--- src/rtl/sprite_pkg.sv ---
// Shared definitions for the sprite write path (stamp writer, scan counter)
// and the renderer's draw qualification.
package sprite_pkg;

  // Stamp writer sequencing; READ is only reachable in the read-modify-write build.
  typedef enum logic [1:0] {
    IDLE  = 2'd0,
    READ  = 2'd1,
    WRITE = 2'd2,
    DONE  = 2'd3
  } stamp_state_t;

  // Pixel value the renderer treats as see-through; also the erase colour.
  localparam int COLR_TRANSPARENT = 0;

  // Counter width able to hold 0..n-1, never narrower than one bit.
  function automatic int ctr_width(input int n);
    int w;
    if (n <= 1) begin
      w = 1;
    end else begin
      w = $clog2(n);
    end
    return w;
  endfunction

endpackage

--- src/rtl/stamp_scan_ctr.sv ---
// Row-major i/j offset counter for a STAMP_W x STAMP_H patch.
// 'clr' restarts at (0,0); 'adv' steps one pixel; 'last' flags the final pixel.
module stamp_scan_ctr
  import sprite_pkg::*;
#(
  parameter int STAMP_W = 3,
  parameter int STAMP_H = 3
) (
  input  logic                           clk,
  input  logic                           rst_n,
  input  logic                           clr,
  input  logic                           adv,
  output logic [ctr_width(STAMP_W)-1:0]  i,
  output logic [ctr_width(STAMP_H)-1:0]  j,
  output logic                           last
);

  localparam int IW = ctr_width(STAMP_W);
  localparam int JW = ctr_width(STAMP_H);
  localparam logic [IW-1:0] I_LAST = IW'(STAMP_W - 1);
  localparam logic [JW-1:0] J_LAST = JW'(STAMP_H - 1);

  logic [IW-1:0] i_r;
  logic [JW-1:0] j_r;
  logic          i_wrap_s;
  logic          last_s;

  assign i_wrap_s = (i_r == I_LAST);
  assign last_s   = i_wrap_s && (j_r == J_LAST);

  // Offset registers: restart on clr, otherwise step column then row on adv.
  always_ff @(posedge clk or negedge rst_n) begin
    if (!rst_n) begin
      i_r <= {IW{1'b0}};
      j_r <= {JW{1'b0}};
    end else if (clr) begin
      i_r <= {IW{1'b0}};
      j_r <= {JW{1'b0}};
    end else if (adv) begin
      if (i_wrap_s) begin
        i_r <= {IW{1'b0}};
        if (last_s) begin
          j_r <= {JW{1'b0}};
        end else begin
          j_r <= j_r + JW'(1'b1);
        end
      end else begin
        i_r <= i_r + IW'(1'b1);
      end
    end else begin
      i_r <= i_r;
      j_r <= j_r;
    end
  end

  assign i    = i_r;
  assign j    = j_r;
  assign last = last_s;

endmodule

--- src/rtl/sprite_stamp_writer.sv ---
// Stamps a STAMP_W x STAMP_H patch of one colour into a sprite bitmap RAM at
// sprite-local (possibly negative) coordinates, clipping to the bitmap.
// Optional build macro SPRITE_STAMP_RMW_EN: read each in-range pixel first,
// rewrite only non-transparent ones and count them in hit_cnt.
module sprite_stamp_writer
  import sprite_pkg::*;
#(
  parameter int WIDTH     = 10,
  parameter int HEIGHT    = 10,
  parameter int COLR_BITS = 12,
  parameter int CORDW     = 16,
  parameter int STAMP_W   = 3,
  parameter int STAMP_H   = 3,
  parameter int ADDRW     = $clog2(WIDTH * HEIGHT)
) (
  input  logic                                  clk_pix,
  input  logic                                  rst_n,
  input  logic                                  req_valid,
  output logic                                  req_ready,
  input  logic signed [CORDW-1:0]               req_x,
  input  logic signed [CORDW-1:0]               req_y,
  input  logic [COLR_BITS-1:0]                  req_colr,
  output logic                                  wr_en,
  output logic [ADDRW-1:0]                      wr_addr,
  output logic [COLR_BITS-1:0]                  wr_data,
  output logic [ADDRW-1:0]                      rd_addr,
  input  logic [COLR_BITS-1:0]                  rd_data,
  output logic                                  busy,
  output logic                                  done,
  output logic [$clog2(STAMP_W*STAMP_H+1)-1:0]  hit_cnt
);

  localparam int IW   = ctr_width(STAMP_W);
  localparam int JW   = ctr_width(STAMP_H);
  localparam int HITW = $clog2(STAMP_W * STAMP_H + 1);
  localparam logic signed [CORDW:0] WIDTH_S  = (CORDW+1)'(WIDTH);
  localparam logic signed [CORDW:0] HEIGHT_S = (CORDW+1)'(HEIGHT);

  stamp_state_t state_r;
  stamp_state_t state_s;

  logic signed [CORDW-1:0] x_r;
  logic signed [CORDW-1:0] y_r;
  logic [COLR_BITS-1:0]    colr_r;

  logic                    accept_s;
  logic                    ctr_clr_s;
  logic                    ctr_adv_s;
  logic [IW-1:0]           i_s;
  logic [JW-1:0]           j_s;
  logic                    last_s;

  logic signed [CORDW:0]   px_s;
  logic signed [CORDW:0]   py_s;
  logic [ADDRW-1:0]        px_a_s;
  logic [ADDRW-1:0]        py_a_s;
  logic                    in_range_s;
  logic [ADDRW-1:0]        addr_s;
  logic                    rd_nz_s;

  assign accept_s = (state_r == IDLE) && req_valid;

  stamp_scan_ctr #(
    .STAMP_W (STAMP_W),
    .STAMP_H (STAMP_H)
  ) u_scan (
    .clk   (clk_pix),
    .rst_n (rst_n),
    .clr   (ctr_clr_s),
    .adv   (ctr_adv_s),
    .i     (i_s),
    .j     (j_s),
    .last  (last_s)
  );

  // Pixel coordinates are widened by one bit so x+i cannot overflow.
  assign px_s = {x_r[CORDW-1], x_r} + {{(CORDW+1-IW){1'b0}}, i_s};
  assign py_s = {y_r[CORDW-1], y_r} + {{(CORDW+1-JW){1'b0}}, j_s};

  assign in_range_s = !px_s[CORDW] && (px_s < WIDTH_S) &&
                      !py_s[CORDW] && (py_s < HEIGHT_S);

  // Only meaningful when in range, where both coordinates fit in ADDRW bits.
  assign px_a_s = px_s[ADDRW-1:0];
  assign py_a_s = py_s[ADDRW-1:0];
  assign addr_s = py_a_s * ADDRW'(WIDTH) + px_a_s;

`ifdef SPRITE_STAMP_RMW_EN
  assign rd_nz_s = (rd_data != COLR_BITS'(COLR_TRANSPARENT));
`else
  logic rd_data_unused_s;
  assign rd_data_unused_s = ^rd_data;
  assign rd_nz_s = 1'b1;
`endif

  // State register.
  always_ff @(posedge clk_pix or negedge rst_n) begin
    if (!rst_n) begin
      state_r <= IDLE;
    end else begin
      state_r <= state_s;
    end
  end

  // Request capture: coordinates and colour are frozen for the whole stamp.
  always_ff @(posedge clk_pix or negedge rst_n) begin
    if (!rst_n) begin
      x_r    <= {CORDW{1'b0}};
      y_r    <= {CORDW{1'b0}};
      colr_r <= {COLR_BITS{1'b0}};
    end else if (accept_s) begin
      x_r    <= req_x;
      y_r    <= req_y;
      colr_r <= req_colr;
    end else begin
      x_r    <= x_r;
      y_r    <= y_r;
      colr_r <= colr_r;
    end
  end

  // Next state and scan-counter control.
  always_comb begin
    state_s   = state_r;
    ctr_clr_s = 1'b0;
    ctr_adv_s = 1'b0;
    case (state_r)
      IDLE: begin
        if (req_valid) begin
          ctr_clr_s = 1'b1;
`ifdef SPRITE_STAMP_RMW_EN
          state_s   = READ;
`else
          state_s   = WRITE;
`endif
        end else begin
          state_s = IDLE;
        end
      end
      READ: begin
        // Off-bitmap pixels are skipped here in a single cycle.
        if (in_range_s) begin
          state_s = WRITE;
        end else begin
          ctr_adv_s = 1'b1;
          state_s   = last_s ? DONE : READ;
        end
      end
      WRITE: begin
        ctr_adv_s = 1'b1;
        if (last_s) begin
          state_s = DONE;
        end else begin
`ifdef SPRITE_STAMP_RMW_EN
          state_s = READ;
`else
          state_s = WRITE;
`endif
        end
      end
      DONE: begin
        state_s = IDLE;
      end
      default: begin
        state_s = IDLE;
      end
    endcase
  end

  // Port decode from registered state; nothing here looks at req_*.
  always_comb begin
    req_ready = 1'b0;
    busy      = 1'b0;
    done      = 1'b0;
    wr_en     = 1'b0;
    wr_addr   = {ADDRW{1'b0}};
    wr_data   = {COLR_BITS{1'b0}};
    rd_addr   = {ADDRW{1'b0}};
    case (state_r)
      IDLE: begin
        req_ready = 1'b1;
      end
      READ: begin
        busy = 1'b1;
`ifdef SPRITE_STAMP_RMW_EN
        if (in_range_s) begin
          rd_addr = addr_s;
        end else begin
          rd_addr = {ADDRW{1'b0}};
        end
`endif
      end
      WRITE: begin
        busy = 1'b1;
        if (in_range_s && rd_nz_s) begin
          wr_en   = 1'b1;
          wr_addr = addr_s;
          wr_data = colr_r;
        end else begin
          wr_en   = 1'b0;
          wr_addr = {ADDRW{1'b0}};
          wr_data = {COLR_BITS{1'b0}};
        end
      end
      DONE: begin
        done = 1'b1;
      end
      default: begin
        req_ready = 1'b0;
      end
    endcase
  end

`ifdef SPRITE_STAMP_RMW_EN
  logic [HITW-1:0] hit_cnt_r;

  // Count non-transparent pixels overwritten; cleared on accept, held after done.
  always_ff @(posedge clk_pix or negedge rst_n) begin
    if (!rst_n) begin
      hit_cnt_r <= {HITW{1'b0}};
    end else if (accept_s) begin
      hit_cnt_r <= {HITW{1'b0}};
    end else if ((state_r == WRITE) && wr_en) begin
      hit_cnt_r <= hit_cnt_r + HITW'(1'b1);
    end else begin
      hit_cnt_r <= hit_cnt_r;
    end
  end

  assign hit_cnt = hit_cnt_r;
`else
  assign hit_cnt = {HITW{1'b0}};
`endif

endmodule

--- config.mk ---
export PLATFORM = sky130hd
export DESIGN_NAME = sprite_stamp_writer
export DESIGN_NICKNAME = d
export VERILOG_FILES = /design/src/rtl/sprite_pkg.sv /design/src/rtl/stamp_scan_ctr.sv /design/src/rtl/sprite_stamp_writer.sv
export SDC_FILE = /design/constraint.sdc
export NUM_CORES = 1
export LEC_CHECK = 0
export CELL_PAD_IN_SITES_DETAIL_PLACEMENT = 0
export CELL_PAD_IN_SITES_GLOBAL_PLACEMENT = 1
export CORE_ASPECT_RATIO = 0.6
export CORE_MARGIN = 4
export CORE_UTILIZATION = 34
export CTS_BUF_LIST = sky130_fd_sc_hd__clkbuf_4
export DETAILED_ROUTE_END_ITERATION = 12
export PLACE_DENSITY_LB_ADDON = 0.12
export SKIP_LAST_GASP = 1
export SYNTH_ARGS = -nofsm -noshare
export SYNTH_HDL_FRONTEND = slang
export SYNTH_HIERARCHICAL = 1
export SYNTH_SLANG_ARGS = --single-unit
--- constraint.sdc ---
create_clock -name clk_pix -period 3.45 [get_ports clk_pix]
set_input_delay 0.345 -clock clk_pix [delete_from_list [all_inputs] [get_ports clk_pix]]
set_output_delay 0.345 -clock clk_pix [all_outputs]
set_load 0.05 [all_outputs]
==> results.sh <==
export IMPL_rows=27
export IMPL_p_leak_nw=1.997
export IMPL_pre_cts_slack_ns=-0.2943
export IMPL_diodes=0
export IMPL_yosys_area_top_type="dfrtp_1"
export IMPL_die_h_um=83.64
export IMPL_hp_class="primary input to async pin"
export IMPL_synth_avg_cell_area_sq_um=10.39
export IMPL_grt_usage=0.1435
export IMPL_areaGrowthSynthToFinish_pct=44.73
export IMPL_finalInstanceArea_sq_um=4692
export IMPL_placed_area_sq_um=4512
export IMPL_multi_input_area_sq_um=1919
export IMPL_status="complete, but fails checks"
export IMPL_antenna_found_initial=0
export IMPL_vias_per_cell=4.711
export IMPL_drive_above_1_share=0.3453
export IMPL_synth_common_cells="dfrtp_1 (50), mux2_2 (40), inv_1 (26)"
export IMPL_async_flop_share=1.000
export IMPL_nets=496
export IMPL_fin_crit_sh=1.172
export IMPL_clockBufferDepth=2
export IMPL_drc_errors=0
export IMPL_min_period_ns=4.043
export IMPL_initial_core_util=0.3515
export IMPL_arrival_ns=3.70
export IMPL_grt_pass1_wl_um=12830
export IMPL_fp_dieW_um=134.1
export IMPL_synth_cells=312
export IMPL_io_pin_count=93
export IMPL_cts_tree="built"
export IMPL_synth_edf_count=0
export IMPL_yosys_top_cells_area="dfrtp_1 (39%), mux2_2 (14%), ha_1 (6.6%), xnor2_1 (4.1%), and2_1 (3.9%)"
export IMPL_tritoncts_num_buffers=5
export IMPL_worstSetupPathType="flip-flop to output port"
export IMPL_setup_viol=22
export IMPL_wl_per_cell_um=14.46
export IMPL_hold_viol=0
export IMPL_fin_worst_skew_ns=0.007906
export IMPL_portBuffers=69
export IMPL_grt_overflow_total=0
export IMPL_slew_violations=0
export IMPL_worst_pin_slew_ns=0.6465
export IMPL_synth_ff_latch_count=50
export IMPL_slew_headroom=0.5690
export IMPL_ys_warn_count=6
export IMPL_syn_area_sq_um=3242
export IMPL_peakVddDrop_mv=0.2870
export IMPL_cts_sinks=50
export IMPL_violations="negative setup slack"
export IMPL_power_density_nw_per_um2=710.8
export IMPL_cp_start_kind="flip-flop"
export IMPL_worstPathRequired_ns=3.11
export IMPL_clkLatencyLatePin_ns=0.38
export IMPL_rsz0062_at_grt="yes"
export IMPL_synth_most_common_cell="dfrtp_1"
export IMPL_ys_flop_type="dfrtp_1"
export IMPL_cts_root_buffer="clkbuf_4"
export IMPL_ctsHtreeMaxLevel=2
export IMPL_clock_fmax_mhz=247.3
export IMPL_num_vias=2577
export IMPL_worst_slack_ns=-0.5930
export IMPL_dp_hpwl_um=6110
export IMPL_critPathMaxFanout=10
export IMPL_yosysUniqueCellTypes=53
export IMPL_synth_top_area_frac=0.3860
export IMPL_ant_nets=0
export IMPL_place_congestion=0.8308
export IMPL_coreArea_sq_um=9223
export IMPL_ys_seq_area_frac=0.3860
export IMPL_drt_iter0_drc=103
export IMPL_die_area_sq_um=11210
export IMPL_drv_cap=0
export IMPL_grt_max_degree=27
export IMPL_wl_um=7911
export IMPL_path_clk_slew_ns=0.15
export IMPL_cp_end_kind="output port"
export IMPL_grt_pass1_vias=2442
export IMPL_fillers=840
export IMPL_firstDrtPassIters=4
export IMPL_seq_area_sq_um=1251
## path summary, 6_finish.rpt
path                                    end  cells past startpoint         from  slack, ns
worst max register to register  u_scan/j[0]                     12  u_scan/i[0]      -0.15
max in group asynchronous           x_r[12]                      3        rst_n       2.15
min in group clk_pix              colr_r[1]                      1    colr_r[1]       0.52
worst max-delay path             wr_addr[1]                     13  u_scan/i[0]      -0.59
worst min-delay path              colr_r[8]                      2        rst_n       0.51
worst min register to register    colr_r[1]                      1    colr_r[1]       0.52
## cell type report
type / count / area share
Multi-Input combinational cell: 227 / 0.4091
Sequential cell: 50 / 0.2667
Timing Repair Buffer: 106 / 0.2573
Tap cell: 130 / 0.03467
Inverter: 26 / 0.02080
Clock buffer: 5 / 0.008000
Clock inverter: 3 / 0.003467
## repair_timing
item / CTS / global route
endpoints found under the setup margin: 24 / 24
hold endpoints to repair: 24 / 0
pin swaps: 9 / 10
buffers inserted: 1 / 1
gates resized for setup: 7 / 10
hold buffers: 1 / 0
cloned: 0 / 2
## stage by stage
step	instances	power, mW	TNS [ns]	util	hold slack (ns)
6_report	547	3.335	-11.49	0.5088	0.5132
5_1_grt	547	3.661	-16.49	0.5088	0.5215
4_1_cts	544	3.325	-12.51	0.4995	0.5158
3_5_place_dp	534	3.016	-4.970	0.4892	0.4112
3_3_place_gp	534	2.991	-5.652	0.4892	0.4034
2_1_floorplan	322	2.448	0	-	0.04941
## kinds of logic (layout without fill, tap and decap cells)
family	after synthesis	count (layout)	synth area share
compound gates	39	39	0.07874
xor+xnor	21	21	0.05674
fa+ha+maj	21	21	0.09031
buf+inv	45	140	0.06638
flops	50	50	0.3860
mux	43	43	0.1497
other cells	1	11	0.001157
simple gates	92	92	0.1710
## cells in the final DEF, fill, tap and decap left out, drive strengths merged, types with 6 or more instances in the layout
master and count:
buf 56, dfrtp 50, clkdlybuf4s50 48, mux2 41
inv 26, nand2 21, and2 20, ha 17
xnor2 15, conb 11, o21ai 10, a21oi 9
nand3 7, nor3 6, xor2 6, clkbuf 6
## worst max-delay path, stage by stage (launching register included)
cell and delay [ns]:
dfrtp_1 0.39, ha_1 0.18, inv_1 0.06, fa_2 0.38
and4b_2 0.33, nand3_2 0.09, o31a_1 0.28, a2bb2oi_1 0.14
or4_4 0.56, nor4_4 0.29, buf_6 0.18, buf_12 0.13
and2_2 0.18, buf_12 0.14
## per-layer routing
metal / track usage / routed length (um)
met4: 0.02957 / 70
met5: 0 / 0
met3: 0.04578 / 635
met2: 0.1896 / 3061
met1: 0.2244 / 4143
## state kept, by name (all words and copies together), names as in the netlist
| name | cells |
|---|---|
| colr_r | 12 |
| u_scan/i | 2 |
| x_r | 16 |
| u_scan/j | 2 |
| state_r | 2 |
| y_r | 16 |
## power by group
group	internal [mW]	switching, mW	leakage [nW]
registers	0.856	0.272	0.598
logic	1.03	0.905	1.37
clock network	0.0762	0.195	0.0286
total	1.96	1.37	2.00
(Power assumes the default switching activity.)
